[src/rtl/wb_arbiter_pkg.sv]
// Shared constants for the writeback arbiter: source ordering, widths and
// the demand encoding exchanged between the top and the round-robin selector.
package wb_arbiter_pkg;

    localparam int WB_DATA_W = 64;
    localparam int WB_RN_W   = 6;

    // Fixed source order; the round-robin pointer walks these indices.
    localparam int NSRC  = 5;
    localparam int SRC_W = 3;

    localparam logic [SRC_W-1:0] SRC_ALU1    = 3'd0;
    localparam logic [SRC_W-1:0] SRC_ALU2    = 3'd1;
    localparam logic [SRC_W-1:0] SRC_ADVINT  = 3'd2;
    localparam logic [SRC_W-1:0] SRC_MEMUNIT = 3'd3;
    localparam logic [SRC_W-1:0] SRC_BRANCH  = 3'd4;

    // Register 0 is never written; a zero destination means "no port needed".
    localparam logic [5:0] REG_ZERO = 6'h0;

    // Number of register-file ports a source asks for this cycle.
    typedef enum logic [1:0] {
        DEM_NONE = 2'd0,
        DEM_ONE  = 2'd1,
        DEM_TWO  = 2'd2
    } demand_e;

    // Next source index in rotation, wrapping after the last source.
    function automatic logic [SRC_W-1:0] src_next(input logic [SRC_W-1:0] idx);
        return (idx == SRC_W'(NSRC - 1)) ? SRC_ALU1 : idx + SRC_W'(1);
    endfunction

endpackage

[src/rtl/wb_rr_select.sv]
// Combinational round-robin port selector: scans sources from the pointer,
// hands out at most two write ports, never splits a dual-result request.
module wb_rr_select
    import wb_arbiter_pkg::*;
(
    input  logic [2*NSRC-1:0] i_demand,
    input  logic [SRC_W-1:0]  i_ptr,
    output logic [NSRC-1:0]   o_grant,
    output logic              o_p1_vld,
    output logic [SRC_W-1:0]  o_p1_src,
    output logic              o_p2_vld,
    output logic [SRC_W-1:0]  o_p2_src,
    output logic              o_dual_skip
);

    // Walk the rotation once, filling port 1 before port 2.
    always_comb begin
        logic [1:0]       w_free;
        logic [SRC_W-1:0] w_idx;
        logic [1:0]       w_dem;

        o_grant     = '0;
        o_p1_vld    = 1'b0;
        o_p1_src    = SRC_ALU1;
        o_p2_vld    = 1'b0;
        o_p2_src    = SRC_ALU1;
        o_dual_skip = 1'b0;
        w_free      = 2'd2;
        w_idx       = i_ptr;
        w_dem       = DEM_NONE;

        for (int k = 0; k < NSRC; k++) begin
            w_dem = i_demand[2*int'(w_idx) +: 2];
            if (w_dem == DEM_TWO) begin
                // A dual request only goes through with both ports free.
                if (w_free == 2'd2) begin
                    o_grant[w_idx] = 1'b1;
                    o_p1_vld       = 1'b1;
                    o_p1_src       = w_idx;
                    o_p2_vld       = 1'b1;
                    o_p2_src       = w_idx;
                    w_free         = 2'd0;
                end else begin
                    o_dual_skip = 1'b1;
                end
            end else if (w_dem == DEM_ONE) begin
                if (w_free == 2'd2) begin
                    o_grant[w_idx] = 1'b1;
                    o_p1_vld       = 1'b1;
                    o_p1_src       = w_idx;
                    w_free         = 2'd1;
                end else if (w_free == 2'd1) begin
                    o_grant[w_idx] = 1'b1;
                    o_p2_vld       = 1'b1;
                    o_p2_src       = w_idx;
                    w_free         = 2'd0;
                end
            end
            w_idx = src_next(w_idx);
        end
    end

endmodule

[src/rtl/wb_arbiter.sv]
// Writeback arbiter: collects execution-unit results, grants up to two
// register-file write ports per cycle and registers the write/finished bus.
module wb_arbiter
    import wb_arbiter_pkg::*;
#(
    parameter int DATA_W = WB_DATA_W,
    parameter int RN_W   = WB_RN_W
)(
    input  logic              clk,
    input  logic              rst_n,

    input  logic              alu1_done,
    input  logic [RN_W-1:0]   alu1_rn,
    input  logic [DATA_W-1:0] alu1_data,
    input  logic              alu2_done,
    input  logic [RN_W-1:0]   alu2_rn,
    input  logic [DATA_W-1:0] alu2_data,
    input  logic              advint_done,
    input  logic [RN_W-1:0]   advint_rn,
    input  logic [DATA_W-1:0] advint_data,
    input  logic [RN_W-1:0]   advint_rn2,
    input  logic [DATA_W-1:0] advint_data2,
    input  logic              memunit_done,
    input  logic [RN_W-1:0]   memunit_rn,
    input  logic [DATA_W-1:0] memunit_data,
    input  logic              branch_done,
    input  logic [RN_W-1:0]   branch_rn,
    input  logic [DATA_W-1:0] branch_data,

    output logic              alu1_ack,
    output logic              alu2_ack,
    output logic              advint_ack,
    output logic              memunit_ack,
    output logic              branch_ack,

    output logic              reg1_we,
    output logic [RN_W-1:0]   reg1_finished,
    output logic [DATA_W-1:0] reg1_data,
    output logic              reg2_we,
    output logic [RN_W-1:0]   reg2_finished,
    output logic [DATA_W-1:0] reg2_data
);

    localparam logic [RN_W-1:0] RN_NONE = RN_W'(REG_ZERO);

    logic [NSRC-1:0]   w_done;
    logic [RN_W-1:0]   w_rn   [NSRC];
    logic [DATA_W-1:0] w_data [NSRC];
    logic [2*NSRC-1:0] w_demand;
    logic [NSRC-1:0]   w_zero_ack;
    logic [NSRC-1:0]   w_grant;
    logic [NSRC-1:0]   w_ack;

    logic              w_adv_rn_nz;
    logic              w_adv_rn2_nz;

    logic              w_p1_vld;
    logic [SRC_W-1:0]  w_p1_src;
    logic              w_p2_vld;
    logic [SRC_W-1:0]  w_p2_src;
    logic              w_dual_skip;
    logic              w_p2_dual;

    logic [RN_W-1:0]   w_p1_rn;
    logic [DATA_W-1:0] w_p1_data;
    logic [RN_W-1:0]   w_p2_rn;
    logic [DATA_W-1:0] w_p2_data;

    logic [SRC_W-1:0]  r_ptr;
    logic              r_we1_p1;
    logic [RN_W-1:0]   r_rn1_p1;
    logic [DATA_W-1:0] r_data1_p1;
    logic              r_we2_p1;
    logic [RN_W-1:0]   r_rn2_p1;
    logic [DATA_W-1:0] r_data2_p1;

    assign w_adv_rn_nz  = (advint_rn  != RN_NONE);
    assign w_adv_rn2_nz = (advint_rn2 != RN_NONE);

    // Gather per-source done/destination/data; a single-result advint
    // presents whichever of its two destinations is nonzero.
    always_comb begin
        w_done = '0;
        w_done[SRC_ALU1]    = alu1_done;
        w_done[SRC_ALU2]    = alu2_done;
        w_done[SRC_ADVINT]  = advint_done;
        w_done[SRC_MEMUNIT] = memunit_done;
        w_done[SRC_BRANCH]  = branch_done;

        w_rn[SRC_ALU1]      = alu1_rn;
        w_data[SRC_ALU1]    = alu1_data;
        w_rn[SRC_ALU2]      = alu2_rn;
        w_data[SRC_ALU2]    = alu2_data;
        w_rn[SRC_MEMUNIT]   = memunit_rn;
        w_data[SRC_MEMUNIT] = memunit_data;
        w_rn[SRC_BRANCH]    = branch_rn;
        w_data[SRC_BRANCH]  = branch_data;
        if (w_adv_rn_nz) begin
            w_rn[SRC_ADVINT]   = advint_rn;
            w_data[SRC_ADVINT] = advint_data;
        end else begin
            w_rn[SRC_ADVINT]   = advint_rn2;
            w_data[SRC_ADVINT] = advint_data2;
        end
    end

    // Port demand per source; done sources that write nothing are acked
    // directly without competing for a port.
    always_comb begin
        w_demand   = '0;
        w_zero_ack = '0;
        for (int s = 0; s < NSRC; s++) begin
            if (w_done[s]) begin
                if (s == int'(SRC_ADVINT)) begin
                    if (w_adv_rn_nz && w_adv_rn2_nz) begin
                        w_demand[2*s +: 2] = DEM_TWO;
                    end else if (w_adv_rn_nz || w_adv_rn2_nz) begin
                        w_demand[2*s +: 2] = DEM_ONE;
                    end else begin
                        w_zero_ack[s] = 1'b1;
                    end
                end else if (w_rn[s] != RN_NONE) begin
                    w_demand[2*s +: 2] = DEM_ONE;
                end else begin
                    w_zero_ack[s] = 1'b1;
                end
            end
        end
    end

    wb_rr_select u_select (
        .i_demand    (w_demand),
        .i_ptr       (r_ptr),
        .o_grant     (w_grant),
        .o_p1_vld    (w_p1_vld),
        .o_p1_src    (w_p1_src),
        .o_p2_vld    (w_p2_vld),
        .o_p2_src    (w_p2_src),
        .o_dual_skip (w_dual_skip)
    );

    // Acks are held off entirely while reset is asserted.
    assign w_ack       = rst_n ? (w_grant | w_zero_ack) : '0;
    assign alu1_ack    = w_ack[SRC_ALU1];
    assign alu2_ack    = w_ack[SRC_ALU2];
    assign advint_ack  = w_ack[SRC_ADVINT];
    assign memunit_ack = w_ack[SRC_MEMUNIT];
    assign branch_ack  = w_ack[SRC_BRANCH];

    assign w_p2_dual = w_p1_vld && w_p2_vld &&
                       (w_p1_src == SRC_ADVINT) && (w_p2_src == SRC_ADVINT);

    // Steer the granted results onto the two ports; a dual advint puts
    // its second result on port 2.
    always_comb begin
        w_p1_rn   = w_rn[w_p1_src];
        w_p1_data = w_data[w_p1_src];
        if (w_p2_dual) begin
            w_p2_rn   = advint_rn2;
            w_p2_data = advint_data2;
        end else begin
            w_p2_rn   = w_rn[w_p2_src];
            w_p2_data = w_data[w_p2_src];
        end
    end

    // Rotate the pointer past the last port consumer; a starved dual advint
    // pulls the pointer onto itself so it goes first next cycle.
    always_ff @(posedge clk) begin
        if (!rst_n) begin
            r_ptr <= SRC_ALU1;
        end else if (w_p1_vld) begin
            if (w_dual_skip) begin
                r_ptr <= SRC_ADVINT;
            end else begin
                r_ptr <= src_next(w_p2_vld ? w_p2_src : w_p1_src);
            end
        end
    end

    // Stage p1: register the granted writes for one cycle; idle ports read 0.
    always_ff @(posedge clk) begin
        if (!rst_n) begin
            r_we1_p1   <= 1'b0;
            r_rn1_p1   <= '0;
            r_data1_p1 <= '0;
            r_we2_p1   <= 1'b0;
            r_rn2_p1   <= '0;
            r_data2_p1 <= '0;
        end else begin
            r_we1_p1   <= w_p1_vld;
            r_rn1_p1   <= w_p1_vld ? w_p1_rn   : '0;
            r_data1_p1 <= w_p1_vld ? w_p1_data : '0;
            r_we2_p1   <= w_p2_vld;
            r_rn2_p1   <= w_p2_vld ? w_p2_rn   : '0;
            r_data2_p1 <= w_p2_vld ? w_p2_data : '0;
        end
    end

    assign reg1_we       = r_we1_p1;
    assign reg1_finished = r_rn1_p1;
    assign reg1_data     = r_data1_p1;
    assign reg2_we       = r_we2_p1;
    assign reg2_finished = r_rn2_p1;
    assign reg2_data     = r_data2_p1;

endmodule

[config.mk]
export PLATFORM = sky130hd
export DESIGN_NAME = wb_arbiter
export DESIGN_NICKNAME = d
export VERILOG_FILES = /design/src/rtl/wb_arbiter_pkg.sv /design/src/rtl/wb_rr_select.sv /design/src/rtl/wb_arbiter.sv
export SDC_FILE = /design/constraint.sdc
export NUM_CORES = 1
export LEC_CHECK = 0
export CAP_MARGIN = 20
export CORE_AREA = 3 3 222 224
export DETAILED_ROUTE_END_ITERATION = 8
export DIE_AREA = 0 0 225 227
export GPL_ROUTABILITY_DRIVEN = 1
export GPL_TIMING_DRIVEN = 0
export PLACE_DENSITY_LB_ADDON = 0.12
export SETUP_SLACK_MARGIN = 0.2
export SLEW_MARGIN = 15
export SYNTH_ARGS = -nofsm -noshare
export SYNTH_HDL_FRONTEND = slang
export SYNTH_SLANG_ARGS = --single-unit
export TNS_END_PERCENT = 10
[constraint.sdc]
create_clock -name clk -period 16.9 [get_ports clk]
set_input_delay 3.38 -clock clk [delete_from_list [all_inputs] [get_ports clk]]
set_output_delay 3.38 -clock clk [all_outputs]
set_load 0.02 [all_outputs]
=== Word level (Yosys, flattened, before mapping) ===
Index checks and enable logic that the tools add are counted.

* Flip-flop bits (word level): 145
* Input bits: 427
* Output and inout port bits: 147
* Word-level logic and storage cells: 252

* Add/sub/neg operators: 5
* Order comparisons: 12
* Equal/unequal tests: 25
* Shifts and indexed selects: 5
* Muxes and demuxes: 173
* Bitwise logic cells: 7
* Reductions and logical operators: 18

{| class="wikitable"
|+ Operators by type and width
! cell !! number
|-
| 64-bit binary-select mux with 3-bit select || 2
|-
| 64-bit 2-to-1 mux || 6
|-
| 3-bit 2-to-1 mux || 42
|-
| 5-bit 2-to-1 mux || 23
|-
| 1-bit 2-to-1 mux || 68
|-
| 10-bit by 5-bit variable part select with 2-bit output || 5
|-
| 2-bit 2-to-1 mux || 19
|-
| 6-bit binary-select mux with 3-bit select || 2
|-
| 6-bit 2-to-1 mux || 6
|-
| 6-bit nonzero test || 6
|-
| 5-bit OR || 5
|-
| 3-bit by 4-bit less-than comparator with 1-bit output, second input constant || 5
|-
| 2-bit by 1-bit == test with 1-bit output, second input constant || 9
|-
| 2-bit == test, second input constant || 9
|-
| 3-bit by 1-bit adder with 3-bit output, second input constant || 5
|-
| 1-bit demux with 3-bit select || 5
|-
| 3-bit == test, second input constant || 5
|-
| 3-bit by 1-bit greater-or-equal comparator with 1-bit output, second input constant || 5
|-
| 1-bit logical AND || 9
|-
| 4-bit greater-or-equal comparator, second input constant || 2
|-
| 3-bit inverter with 4-bit output || 2
|-
| 3-bit by 2-bit == test with 1-bit output, second input constant || 2
|-
| 2-bit AND reduction || 2
|-
| 1-bit logical OR || 1
|}

=== Depth between registers and ports, before layout ===
* Depth in word-level cells: 34
* Gate-level depth with buffers: 29
* Gate-level depth less buffers: 23

=== Hierarchy ===
A second synthesis with hierarchy kept.

* Cell total of the unflattened synthesis: 1804
* Area, all modules: 13469.2 sq um

{| class="wikitable"
|+ Modules (own cells, without submodules)
! module !! instances !! cells an instance !! area each (sq um) !! sequential area each (sq um)
|-
| wb_arbiter || 1 || 1500 || 11229.5 || 2902.8
|-
| wb_rr_select || 1 || 304 || 2239.6 || 0.0
|}

=== Least setup slack after synthesis ===
No wires, ideal clock.

* Path kind: input port to output port
* Start: input advint_rn[5]
* End: output alu2_ack
* Arrival: 7171 ps
* Data required time: 13520 ps
* Slack: 6349 ps
* Cell stages on the path: 21
* Buffers on the path: 4
* Cell sequence: nor2_1 > nand3_1 > clkbuf_1 > clkbuf_1 > ha_1 > and2_1 > nand2_1 > o21ai_0 > o21ai_0 > o21ai_0 > ha_1 > nand2b_1 > nor3_1 > nand2_1 > clkbuf_1 > a211o_1 > buf_2 > and2_1 > a21oi_1 > a221oi_1 > nor2b_1

* Cells in the longest elaborated chain, start to end: 31
* Elaborated cells on any way between the ends: 74
* Classes of those cells: eq/ne (18); shift (5); mux (43); bitwise (5); reduce/logical (3)

{| class="wikitable"
|+ Ends and longest elaborated chain
! what !! RTL line !! RTL
|-
| from (decl) || wb_arbiter.sv:19 || <nowiki>input logic [RN_W-1:0] advint_rn,</nowiki>
|-
| 6-bit nonzero test (*) || wb_arbiter.sv:77 || <nowiki>assign w_adv_rn_nz = (advint_rn != RN_NONE);</nowiki>
|-
| 1-bit logical OR || wb_arbiter.sv:117 || <nowiki>end else if (w_adv_rn_nz || w_adv_rn2_nz) begin</nowiki>
|-
| 1-bit 2-to-1 mux || wb_arbiter.sv:117 ||
|-
| 2-bit 2-to-1 mux (*) || wb_arbiter.sv:115 || <nowiki>if (w_adv_rn_nz && w_adv_rn2_nz) begin</nowiki>
|-
| 2-bit 2-to-1 mux (*) || wb_arbiter.sv:113 || <nowiki>if (w_done[s]) begin</nowiki>
|-
| 10-bit by 5-bit variable part select with 2-bit output || wb_rr_select.sv:33 || <nowiki>w_dem = i_demand[2*int'(w_idx) +: 2];</nowiki>
|-
| 2-bit by 1-bit == test with 1-bit output || wb_rr_select.sv:46 || <nowiki>end else if (w_dem == DEM_ONE) begin</nowiki>
|-
| 2-bit 2-to-1 mux / 5-bit 2-to-1 mux (equally long branches) || wb_rr_select.sv:46 ||
|-
| [... 15 more ...] || -- ||
|-
| 2-bit 2-to-1 mux / 5-bit 2-to-1 mux (equally long branches) || wb_rr_select.sv:34 || <nowiki>if (w_dem == DEM_TWO) begin</nowiki>
|-
| 2-bit by 1-bit == test with 1-bit output / 5-bit OR (equally long branches) || -- ||
|-
| 5-bit 2-to-1 mux || wb_rr_select.sv:52 || <nowiki>end else if (w_free == 2'd1) begin</nowiki>
|-
| 5-bit 2-to-1 mux || wb_rr_select.sv:47 || <nowiki>if (w_free == 2'd2) begin</nowiki>
|-
| 5-bit 2-to-1 mux || wb_rr_select.sv:46 ||
|-
| 5-bit 2-to-1 mux (*) || wb_rr_select.sv:34 ||
|-
| 5-bit OR (*) || wb_arbiter.sv:143 || <nowiki>assign w_ack = rst_n ? (w_grant | w_zero_ack) : '0;</nowiki>
|-
| 5-bit 2-to-1 mux (*) || wb_arbiter.sv:143 ||
|-
| to (decl) || wb_arbiter.sv:31 || <nowiki>output logic alu2_ack,</nowiki>
|}

Every way passes the cells marked *; elsewhere a longest branch is shown, timed or not.

=== Worst setup path after layout ===
Ends and elaborated chain as after synthesis.

==> metrics <==
outcome finished clean; Yosys cell types 77; Fmax achieved 72.5 MHz; Final min period 13.78 ns; Fill cells 4851; TritonCTS Buffers 17; register area 2900 sq um; post-CTS sizing 0; Yosys reg bits 145; starting DRC count in detailed routing 1173; number of synthesized flops with an enable pin 0; die area 51100 sq um; CP Data Required Time 13.52 ns; CP cell instances clkdlybuf4s50_1 -> nor2_1 -> nand3_1 -> clkbuf_1 -> clkbuf_1 -> ha_1 -> and2_1 -> nand2_1 -> o21ai_0 -> o21ai_0 -> o21ai_0 -> ha_1 -> nand2b_1 -> nor3_1 -> clkbuf_1 -> and2_1 -> a21oi_1 -> a211oi_1 -> a221oi_1 -> nor2b_1 -> clkdlybuf4s50_1; Seq/Total Area, Yosys 22.0%; first-pass GRT wire length 111000 um; CP arrival 10.40 ns; Vias 15900; average routed wire per standard cell 27.6 um; Hold Buf Count CTS 0; vias per cell 5.59; crit start category input pin; Detailed Place HPWL 61300 um; grt total ovfl 0; multi-input logic area 9270 sq um; Critical Path End Type output pin; slowest stage cell, crit path clkbuf_1; Worst-Margin Slew 1.00 ns; # Post-CTS Setup Buffers 0; starting density of the core 27.8%; # port buffers 572; final setup violation count 0; number of global-route vias before repair 16400; share of cells above drive strength 1 16.3%; Die Span X 225 um; async set-or-reset flop fraction in the synthesized netlist 0%; post-route DRC violation count 0; Post-Syn Area 13200 sq um; commonest non-fill, non-tap cell in the layout clkdlybuf4s50_1; clock net sink count 145; Die Span Y 227 um; GPL Wtd Cong 0.968; syn_nets 2049; Max FO, Critical Path 10; Final ANT Viol Nets 0; Sum Neg Setup Slack 0 ns; Area growth syn-to-layout 54.1%; MaxCap Viol Count 0; Core Area 47500 sq um; Tot GR Track Use 29.5%; pins over their slew limit 0; Worst-path clk slew 0.07 ns; largest net degree at the start of global routing 17; CP max stage delay 0.66 ns; clock latency on the worst-skew pair 0.48 ns; H-tree levels 4; critical path class in2out; DR pass1 iterations 5; RSZ-0062 raised after global routing false; WL final 78200 um; syn_area_per_cell 8.22 sq um; Nets 2640; CTS tree built; initial antenna violation count 18; fin crit share 81.6%; most frequent cells in the layout 572 x clkdlybuf4s50_1, 239 x nand2_1, 195 x mux2_2; Post-synth top flop dfxtp_1; Hold Vio Cnt, Final 0; Max clock buf depth 2; worst min path class reg2reg; skew final 0.00906 ns; Mapped Cells 1608; # IOs 574; total of warnings raised by yosys 0; Rows 80; slew margin rel. 31.3%; Clock Root Buffer clkbuf_16
## layer usage
metal	global-route usage [%]	routed length, um	up-vias	part of all wire (%)
li1	-	-	7201	-
met1	35.3	31300	7734	40
met2	51.2	38000	758	49
met3	7.75	6140	149	7.9
met4	10.7	2620	22	3.4
met5	0	141	-	0.18
## logic make-up (layout without fill, tap and decap cells)
group	after synthesis	count (layout)	synth area share, %
and+or+nand+nor	364	364	12.5
adders and majority gates	14	14	1.33
AOI/OAI and AO/OA	543	543	31.0
DFF	145	145	22.0
other	0	11	0
buffers and inverters	238	841	7.96
muxes	304	304	25.3
## synthesized netlist by cell type (all sizes together), types with 10 or more instances
cell type / n / area share (%)
nand2: 239 / 6.8
mux2: 215 / 18
o21ai: 157 / 5.9
dfxtp: 145 / 22
clkbuf: 95 / 2.7
inv: 93 / 2.6
a21oi: 89 / 3.4
mux2i: 88 / 6.9
a221oi: 76 / 8.3
o211ai: 72 / 4.1
a22oi: 71 / 4.0
buf: 50 / 2.6
nor2: 30 / 0.85
nand3: 16 / 0.61
ha: 14 / 1.3
nor3: 14 / 0.74
nor2b: 10 / 0.47
## worst max-delay path: cells and delay by family
family                   cells  cell delay, ns
AO/OA/AOI/OAI                6            1.64
adder cells (fa/ha/maj)      2            0.81
buffers and inverters        5            2.66
AND/OR/NAND/NOR              8            1.88
## path summary, 6_finish.rpt
| path | start | endpoint | slack (ns) | cells past startpoint |
|---|---|---|---|---|
| setup / recovery | advint_rn[5] | alu2_ack | 3.12 | 21 |
| hold / removal | r_ptr[1] | r_ptr[1] | 0.96 | 3 |
| setup reg to reg | r_ptr[0] | reg1_data[2] | 8.26 | 24 |
| hold reg to reg | r_ptr[1] | r_ptr[1] | 0.96 | 3 |
## through the flow
stage          instance area (sq um)  util (%)  hold slack (ns)  cells  setup WS [ns]
2_1_floorplan                  13200         -            0.752   1608           6.35
3_3_place_gp                   19700      41.5            0.911   2795           3.24
3_5_place_dp                   19700      41.5            0.925   2795           3.26
4_1_cts                        20300      42.8            0.939   2826           3.23
5_1_grt                        20400      42.8             1.04   2832           2.82
6_report                       20400      42.9            0.957   2837           3.12
## registers in the layout (all words and copies together), names as in the netlist
name	flops
r_ptr	3
reg1_data	64
reg1_finished	6
reg1_we	1
reg2_data	64
reg2_finished	6
reg2_we	1
## final cells by class
type                    instances  area share (%)
diodes                         11           0.135
plain buffers                 145            3.45
clock buffers                  22            2.33
clock inverters                 9           0.755
inverters                      93            1.71
multi-input cells            1225            45.5
flip-flops and latches        145            14.2
well taps                     615            3.78
repair buffers                572            28.1
Power is not shown: default switching activity piles up to over one toggle a cycle in this logic, so the estimate is an artifact.
